## src/rtl/fetch_unit_if.sv

```systemverilog
// rtl/fetch_unit_if.sv - instruction-memory request/response channel between fetch and imem
interface fetch_unit_if;
  logic        imem_req_valid;
  logic [31:0] imem_req_addr;
  logic        imem_req_ready;
  logic        imem_rsp_valid;
  logic [31:0] imem_rsp_data;

  modport master (
    output imem_req_valid,
    output imem_req_addr,
    input  imem_req_ready,
    input  imem_rsp_valid,
    input  imem_rsp_data
  );

  modport slave (
    input  imem_req_valid,
    input  imem_req_addr,
    output imem_req_ready,
    output imem_rsp_valid,
    output imem_rsp_data
  );
endinterface

```

## src/rtl/fetch_unit.sv

```systemverilog
// rtl/fetch_unit.sv - RV32I fetch stage: single-outstanding imem fetch, one-entry buffer, IF/ID register
module fetch_unit #(
  parameter logic [31:0] RESET_PC  = 32'h0000_0000,
  parameter logic [31:0] NOP_INSTR = 32'h0000_0013
) (
  input  logic        clk,
  input  logic        rst,
  fetch_unit_if.master mem,
  input  logic        stall_f,
  input  logic        stall_d,
  input  logic        flush_d,
  input  logic        pcsrc_e,
  input  logic [31:0] pctarget_e,
  output logic [31:0] instr_d,
  output logic [31:0] pc_d,
  output logic [31:0] pcplus4_d,
  output logic        valid_d
);

  typedef enum logic [1:0] {IDLE, REQ, WAIT} state_t;

  state_t      state, state_n;
  logic [31:0] pc_f;
  logic [31:0] req_pc;
  logic        drop;
  logic [31:0] redir_pc;
  logic        buf_valid;
  logic [31:0] buf_instr;
  logic [31:0] buf_pc;

  logic accept;
  logic rsp_fire;
  logic rsp_drop;
  logic rsp_keep;
  logic rsp_direct;

  assign accept     = (state == REQ) && mem.imem_req_ready;
  assign rsp_fire   = (state == WAIT) && mem.imem_rsp_valid;
  // A response landing in the redirect cycle belongs to the wrong path too
  assign rsp_drop   = rsp_fire && (drop || pcsrc_e);
  assign rsp_keep   = rsp_fire && !rsp_drop;
  assign rsp_direct = rsp_keep && !buf_valid && !stall_d;

  assign mem.imem_req_addr = pc_f;

  always_comb begin
    state_n            = state;
    mem.imem_req_valid = 1'b0;
    case (state)
      IDLE: begin
        if (!stall_f && !buf_valid) state_n = REQ;
      end
      REQ: begin
        mem.imem_req_valid = 1'b1;
        if (mem.imem_req_ready) state_n = WAIT;
      end
      WAIT: begin
        if (rsp_drop) state_n = IDLE;
        else if (rsp_keep) state_n = (rsp_direct && !stall_f) ? REQ : IDLE;
      end
      default: state_n = IDLE;
    endcase
  end

  always_ff @(posedge clk or posedge rst) begin
    if (rst) state <= IDLE;
    else     state <= state_n;
  end

  always_ff @(posedge clk or posedge rst) begin
    if (rst) begin
      pc_f     <= RESET_PC;
      req_pc   <= RESET_PC;
      drop     <= 1'b0;
      redir_pc <= RESET_PC;
    end else begin
      if ((state == IDLE) && pcsrc_e) pc_f <= pctarget_e;
      else if (accept)                pc_f <= pc_f + 32'd4;
      else if (rsp_drop)              pc_f <= pcsrc_e ? pctarget_e : redir_pc;

      if (accept) req_pc <= pc_f;

      // An in-flight fetch cannot be cancelled, so remember where to resume
      if (pcsrc_e && ((state == REQ) || ((state == WAIT) && !rsp_fire))) drop <= 1'b1;
      else if (rsp_drop)                                                drop <= 1'b0;

      if (pcsrc_e && (state != IDLE)) redir_pc <= pctarget_e;
    end
  end

  always_ff @(posedge clk or posedge rst) begin
    if (rst) begin
      buf_valid <= 1'b0;
      buf_instr <= NOP_INSTR;
      buf_pc    <= RESET_PC;
    end else if (pcsrc_e) begin
      buf_valid <= 1'b0;
    end else if (rsp_keep && !rsp_direct) begin
      buf_valid <= 1'b1;
      buf_instr <= mem.imem_rsp_data;
      buf_pc    <= req_pc;
    end else if (!stall_d && !flush_d && buf_valid) begin
      buf_valid <= 1'b0;
    end
  end

  always_ff @(posedge clk or posedge rst) begin
    if (rst) begin
      instr_d   <= NOP_INSTR;
      pc_d      <= 32'h0;
      pcplus4_d <= 32'h0;
      valid_d   <= 1'b0;
    end else if (!stall_d) begin
      if (flush_d) begin
        valid_d <= 1'b0;
        instr_d <= NOP_INSTR;
      end else if (buf_valid) begin
        valid_d   <= 1'b1;
        instr_d   <= buf_instr;
        pc_d      <= buf_pc;
        pcplus4_d <= buf_pc + 32'd4;
      end else if (rsp_direct) begin
        valid_d   <= 1'b1;
        instr_d   <= mem.imem_rsp_data;
        pc_d      <= req_pc;
        pcplus4_d <= req_pc + 32'd4;
      end else begin
        valid_d <= 1'b0;
        instr_d <= NOP_INSTR;
      end
    end
  end

endmodule
```

## src/flat_wrapper.sv

```systemverilog
// flat-port wrapper written by rule: the top's interface ports become plain ports
module fetch_unit_flat 
#(
  parameter logic [31:0] RESET_PC  = 32'h0000_0000,
  parameter logic [31:0] NOP_INSTR = 32'h0000_0013
)
  (clk, rst, stall_f, stall_d, flush_d, pcsrc_e, pctarget_e, instr_d, pc_d, pcplus4_d, valid_d, mem_imem_req_valid, mem_imem_req_addr, mem_imem_req_ready, mem_imem_rsp_valid, mem_imem_rsp_data);
  fetch_unit_if mem_i ();
  input  logic clk;
  input  logic rst;
  input  logic stall_f;
  input  logic stall_d;
  input  logic flush_d;
  input  logic pcsrc_e;
  input  logic [31:0] pctarget_e;
  output logic [31:0] instr_d;
  output logic [31:0] pc_d;
  output logic [31:0] pcplus4_d;
  output logic valid_d;
  output wire logic [$bits(mem_i.imem_req_valid)-1:0] mem_imem_req_valid;
  output wire logic [$bits(mem_i.imem_req_addr)-1:0] mem_imem_req_addr;
  input wire logic [$bits(mem_i.imem_req_ready)-1:0] mem_imem_req_ready;
  input wire logic [$bits(mem_i.imem_rsp_valid)-1:0] mem_imem_rsp_valid;
  input wire logic [$bits(mem_i.imem_rsp_data)-1:0] mem_imem_rsp_data;
  assign mem_imem_req_valid = mem_i.imem_req_valid;
  assign mem_imem_req_addr = mem_i.imem_req_addr;
  assign mem_i.imem_req_ready = mem_imem_req_ready;
  assign mem_i.imem_rsp_valid = mem_imem_rsp_valid;
  assign mem_i.imem_rsp_data = mem_imem_rsp_data;
  fetch_unit #(.RESET_PC(RESET_PC), .NOP_INSTR(NOP_INSTR)) u_core (.clk(clk), .rst(rst), .mem(mem_i), .stall_f(stall_f), .stall_d(stall_d), .flush_d(flush_d), .pcsrc_e(pcsrc_e), .pctarget_e(pctarget_e), .instr_d(instr_d), .pc_d(pc_d), .pcplus4_d(pcplus4_d), .valid_d(valid_d));
endmodule
```

## config.mk

```make
export PLATFORM = sky130hd
export DESIGN_NAME = fetch_unit_flat
export DESIGN_NICKNAME = d
export VERILOG_FILES = /design/src/rtl/fetch_unit_if.sv /design/src/rtl/fetch_unit.sv /design/src/flat_wrapper.sv
export SDC_FILE = /design/constraint.sdc
export NUM_CORES = 1
export LEC_CHECK = 0
export ABC_CLOCK_PERIOD_IN_PS = 7440
export BUFFER_PORTS_ARGS = -buffer_cell sky130_fd_sc_hd__buf_2
export CAP_MARGIN = 25
export CORE_UTILIZATION = 53
export CTS_BUF_LIST = sky130_fd_sc_hd__clkbuf_2
export CTS_CLUSTER_SIZE = 10
export DETAILED_ROUTE_END_ITERATION = 8
export PLACE_DENSITY = 0.85
export SYNTH_ARGS = -nofsm -noshare
export SYNTH_HDL_FRONTEND = slang
export SYNTH_SLANG_ARGS = --single-unit
```

## constraint.sdc

```tcl
create_clock -name clk -period 7.44 [get_ports clk]
set_input_delay 0.744 -clock clk [delete_from_list [all_inputs] [get_ports clk]]
set_output_delay 0.744 -clock clk [all_outputs]
set_load 0.05 [all_outputs]
```

### Word-level counts from Yosys, hierarchy flattened

Index checks and enable logic that the tools add are counted.

* register bits: 261
* input bits: 72
* output and inout bits: 130
* logic and storage cells: 82

* bitwise operators: 3
* add/sub/neg operators: 3
* multiplexer cells: 26
* eq/ne operators: 5
* reduce and logical (&&, ||, !) cells: 33

Operators by type and width (count)
* 32-bit 2-to-1 mux: 11
* 32-bit by 3-bit adder with 32-bit output, second input constant: 3
* 1-bit logical AND: 15
* 1-bit 2-to-1 mux: 10
* 2-bit 2-to-1 mux: 4
* 1-bit logical NOT: 7
* 2-bit one-hot mux with 3 select lines: 1
* 3-bit AND reduction: 2
* 2-bit nonzero test: 3
* 3-bit nonzero test: 2
* 3-bit by 1-bit != test with 1-bit output, second input constant: 1
* 1-bit inverter: 3
* 2-bit by 1-bit equality test with 1-bit output, second input constant: 1
* 2-bit equality test, second input constant: 1
* 2-bit logical NOT: 1
* 1-bit logical OR: 2
* 2-bit by 1-bit != test with 1-bit output, second input constant: 1
* 2-bit != test, second input constant: 1
* 2-bit AND reduction: 1

### Depth between registers and ports, before layout

* word-level depth: 12
* gate-level depth with buffers: 11

### Least setup slack after synthesis

Ideal clock, no wire load.

* kind: register -> register
* start point: register u_core.buf_valid
* end point: register u_core.pcplus4_d[20]
* cell stages (with the launch flop): 12
* buffers on the path: 5
* setup slack: 4.955 ns
* arrival time: 2.390 ns
* setup time: 0.096 ns
* path through: dfrtp_1 -> buf_6 -> buf_2 -> buf_4 -> buf_2 -> mux2_2 -> ha_1 -> a21boi_2 -> nand4_1 -> buf_2 -> o21a_1 -> o31ai_1

* word-level cells in the longest chain between the ends: 5

RTL lines
* start: declaration: line fetch_unit.sv:27 `logic buf_valid;`
* start signal: assignment: line fetch_unit.sv:93 `buf_valid <= 1'b0;`
* start signal: assignment: line fetch_unit.sv:97 `buf_valid <= 1'b0;`
* start signal: assignment: line fetch_unit.sv:99 `buf_valid <= 1'b1;`
* 1-bit logical NOT: line fetch_unit.sv:42 `assign rsp_direct = rsp_keep && !buf_valid && !stall_d;`
* 1-bit logical AND (2 in a row): line fetch_unit.sv:42
* 2-bit nonzero test (no line)
* 3-bit AND reduction (no line)
* end signal: assignment: line fetch_unit.sv:121 `pcplus4_d <= buf_pc + 32'd4;`
* end signal: assignment: line fetch_unit.sv:126 `pcplus4_d <= req_pc + 32'd4;`
* end: declaration: line fetch_unit.sv:16 `output logic [31:0] pcplus4_d,`

Parallel ways exist; a longest one is shown, timed or not.
A chain may end at the register's enable or synchronous reset.

### Worst setup path after layout

* start point: register u_core.buf_valid
* end point: register u_core.pcplus4_d[28]

Same word-level chain as after synthesis.

==> run metrics <==
outcome=complete, no violations; CTS Buffer Depth=3; Slew headroom=28.71%; Worst EP arrival=4.29 ns; final setup fails=0; Bufs and invs on worst path=1; Fin Setup TNS=0 ns; sequential cell area fraction in the yosys report=52.91%; fin area=13,910 sq um; Reg area=6492 sq um; site row count=55; share of post-route cells with drive strength above 1=32.10%; post-synth top area cell=dfrtp_1; area of the multi-input gates=5391 sq um; Reg clk slew, reported paths=0.10 ns; Setup crit end kind=register; Post-CTS Setup Inserts=0; Crit Path Category=register to register; maxcap violations=0; Worst setup startpoint=u_core.buf_valid; Final Net Count=1,439; Max FO, Critical Path=65; hold_buf cts=0; Wirelength per Cell=17.56 um; most area-consuming cells after synthesis=dfrtp_1, mux2_2, nand2_1, o21ai_0, mux2i_1; CTS tree=yes; top post-synthesis cells by count=dfrtp_1, nand2_1, mux2_2; worst path cell trace=buf_4, mux2_2, ha_1, a21boi_2, nand4_1, or4_1, nand3_1; worst endpoint required time=8.18 ns; syn_area_per_cell=10.59 sq um; Netlist cell types=71; DP HPWL=19.95 mm; ys flop type=dfrtp_1; area post-placement=13,390 sq um; Tmin final=3.545 ns; share of the synthesized area in the top cell type=51.63%; RR Startpoint=u_core.buf_valid; max-slew violation count=0; Post-synth EDFFs=0; chip height=154.1 um; Initial Util=54.16%; measured slew at the worst slew-check pin=1.069 ns; total I/O pin count=202; crit path launch type=register; post-synthesis register bit count=259; ys async rst share=100.0%; CTS Buf Count=67; Post-Route WL=29.69 mm; H-tree depth=3; final-report hold violation count=0; syn nets=1,232; clock sink count=259; IO buf count=201; clk root buf=clkbuf_2; vias per cell=5.837; achievable frequency=282.1 MHz; DP Worst Slack=3.776 ns; violation count after the first detailed-route iteration=1,069; fill count=1,842; Mapped Area=12,260 sq um; first-pass GRT wire length=48.45 mm; post-layout util=61.46%; Worst Reg-to-Reg Cells=7; Lkg Pwr=6.658 nW; worst setup margin=3.895 ns; Hold Crit Class=input pin to register; Gate Count Post-Synth=1,158; CP max stage delay=0.70 ns; Residual DRC=0; Peak VDD IR=187.2 uV; post_cts resized=0; area grow syn2layout=13.47%; initial antenna violation count=5; CP delay by family, top=simple AND/OR/NAND/NOR gates; core area=22,640 sq um; gr busiest metal=met2; Hold Crit Depth=2; clock latency on the worst-skew pair=0.83 ns; remaining antenna violation count after routing=0; met1 Usage GRT=36.21%; via count=9,870; setup skew after layout=0.08148 ns; pwr dens=418.8 nW/um^2; Crit path depth=7; placer's final routability congestion estimate=0.8797; GRT met3 Usage=5.891%; Horiz. Die Dim=154.1 um; Final period util=47.64%; Hold Crit Start=mem_imem_req_ready; vias in the first global route=9,482; Crit-path slowest cell=dfrtp_4; met2 usage=36.67%; grt ovf=0; WHS=0.1507 ns; Ys Warns=0; gr usage total=25.50%; unrepaired setup endpoints after global routing=no; most frequently used cell type in the post-synthesis netlist=dfrtp_1; Die ar.=23,750 sq um; pin count of the biggest net entering global routing=196; drt pass-1 iters=8
-- stage by stage --
stage	total power, mW	cells
2_1_floorplan	4.268	1158
3_3_place_gp	4.851	1581
3_5_place_dp	4.955	1581
4_1_cts	5.834	1687
5_1_grt	6.183	1691
6_report	5.828	1691
-- cells in the final DEF (no fill, tap or decap), types with 32 or more instances in the layout --
master,Yosys,final
o21ai_0,109,109
mux2i_1,50,50
clkbuf_2,0,88
nand3_1,36,36
nand2_1,218,218
nor2_1,32,32
dfrtp_1,253,252
a22oi_1,34,34
mux2_2,112,112
buf_2,17,201
-- worst reg2reg max path, stage by stage, from the launching register on --
cell      delay [ns]
dfrtp_4         0.70
buf_4           0.66
mux2_2          0.34
ha_1            0.18
a21boi_2        0.32
nand4_1         0.53
or4_1           0.69
nand3_1         0.08
-- per-layer routing --
metal  share of wire, %  wire length [um]
met2                 45             13320
met5              0.034                10
met1                 45             13230
met4                3.1               928
met3                7.4              2205
-- logic make-up (layout without fill, tap and decap cells) --
group	count (synthesis)	count (layout)	share of synthesized area (%)
mux	162	162	14.37
compound gates	253	253	13.20
fa+ha+maj	2	2	0.2040
other cells	0	4	0
buf+inv	85	329	3.357
simple gates	380	380	14.74
flops	259	259	52.91
xor+xnor	17	17	1.214
-- flip-flops by register name (all words and copies together) (netlist names), 2 cells and up --
name                      count
u_core.req_pc                32
u_core.buf_pc                32
u_core.redir_pc              32
u_core.buf_instr             32
u_core.instr_d               32
u_core.pcplus4_d             30
u_core.pc_d                  32
u_core.state                  2
u_core.mem.imem_req_addr     32
-- final timing paths --
path | endpoint | slack (ns)
worst min register to register | u_core.pc_d[19] | 0.48
worst max register to register | u_core.pcplus4_d[28] | 3.90
worst min-delay path | u_core.state[0] | 0.15
worst max-delay path | u_core.pcplus4_d[28] | 3.90
max in group asynchronous | u_core.redir_pc[11] | 5.72
min in group asynchronous | u_core.pc_d[31] | 0.18
-- where the power goes --
| part | internal [mW] | switching, mW |
|---|---|---|
| Clock | 0.317 | 0.560 |
| Combinational | 0.776 | 1.70 |
| Sequential | 1.96 | 0.512 |
| Total | 3.05 | 2.77 |
-- final cells by class --
class	count	area share (%)
sequential	259	46.66
multi-input combinational	814	38.75
timing repair buffer	214	8.021
clock buffer	88	3.165
tap	285	2.563
clock inverter	18	0.5036
inverter	9	0.2698
antenna	4	0.07194
Power figures use the tool's default switching activity.
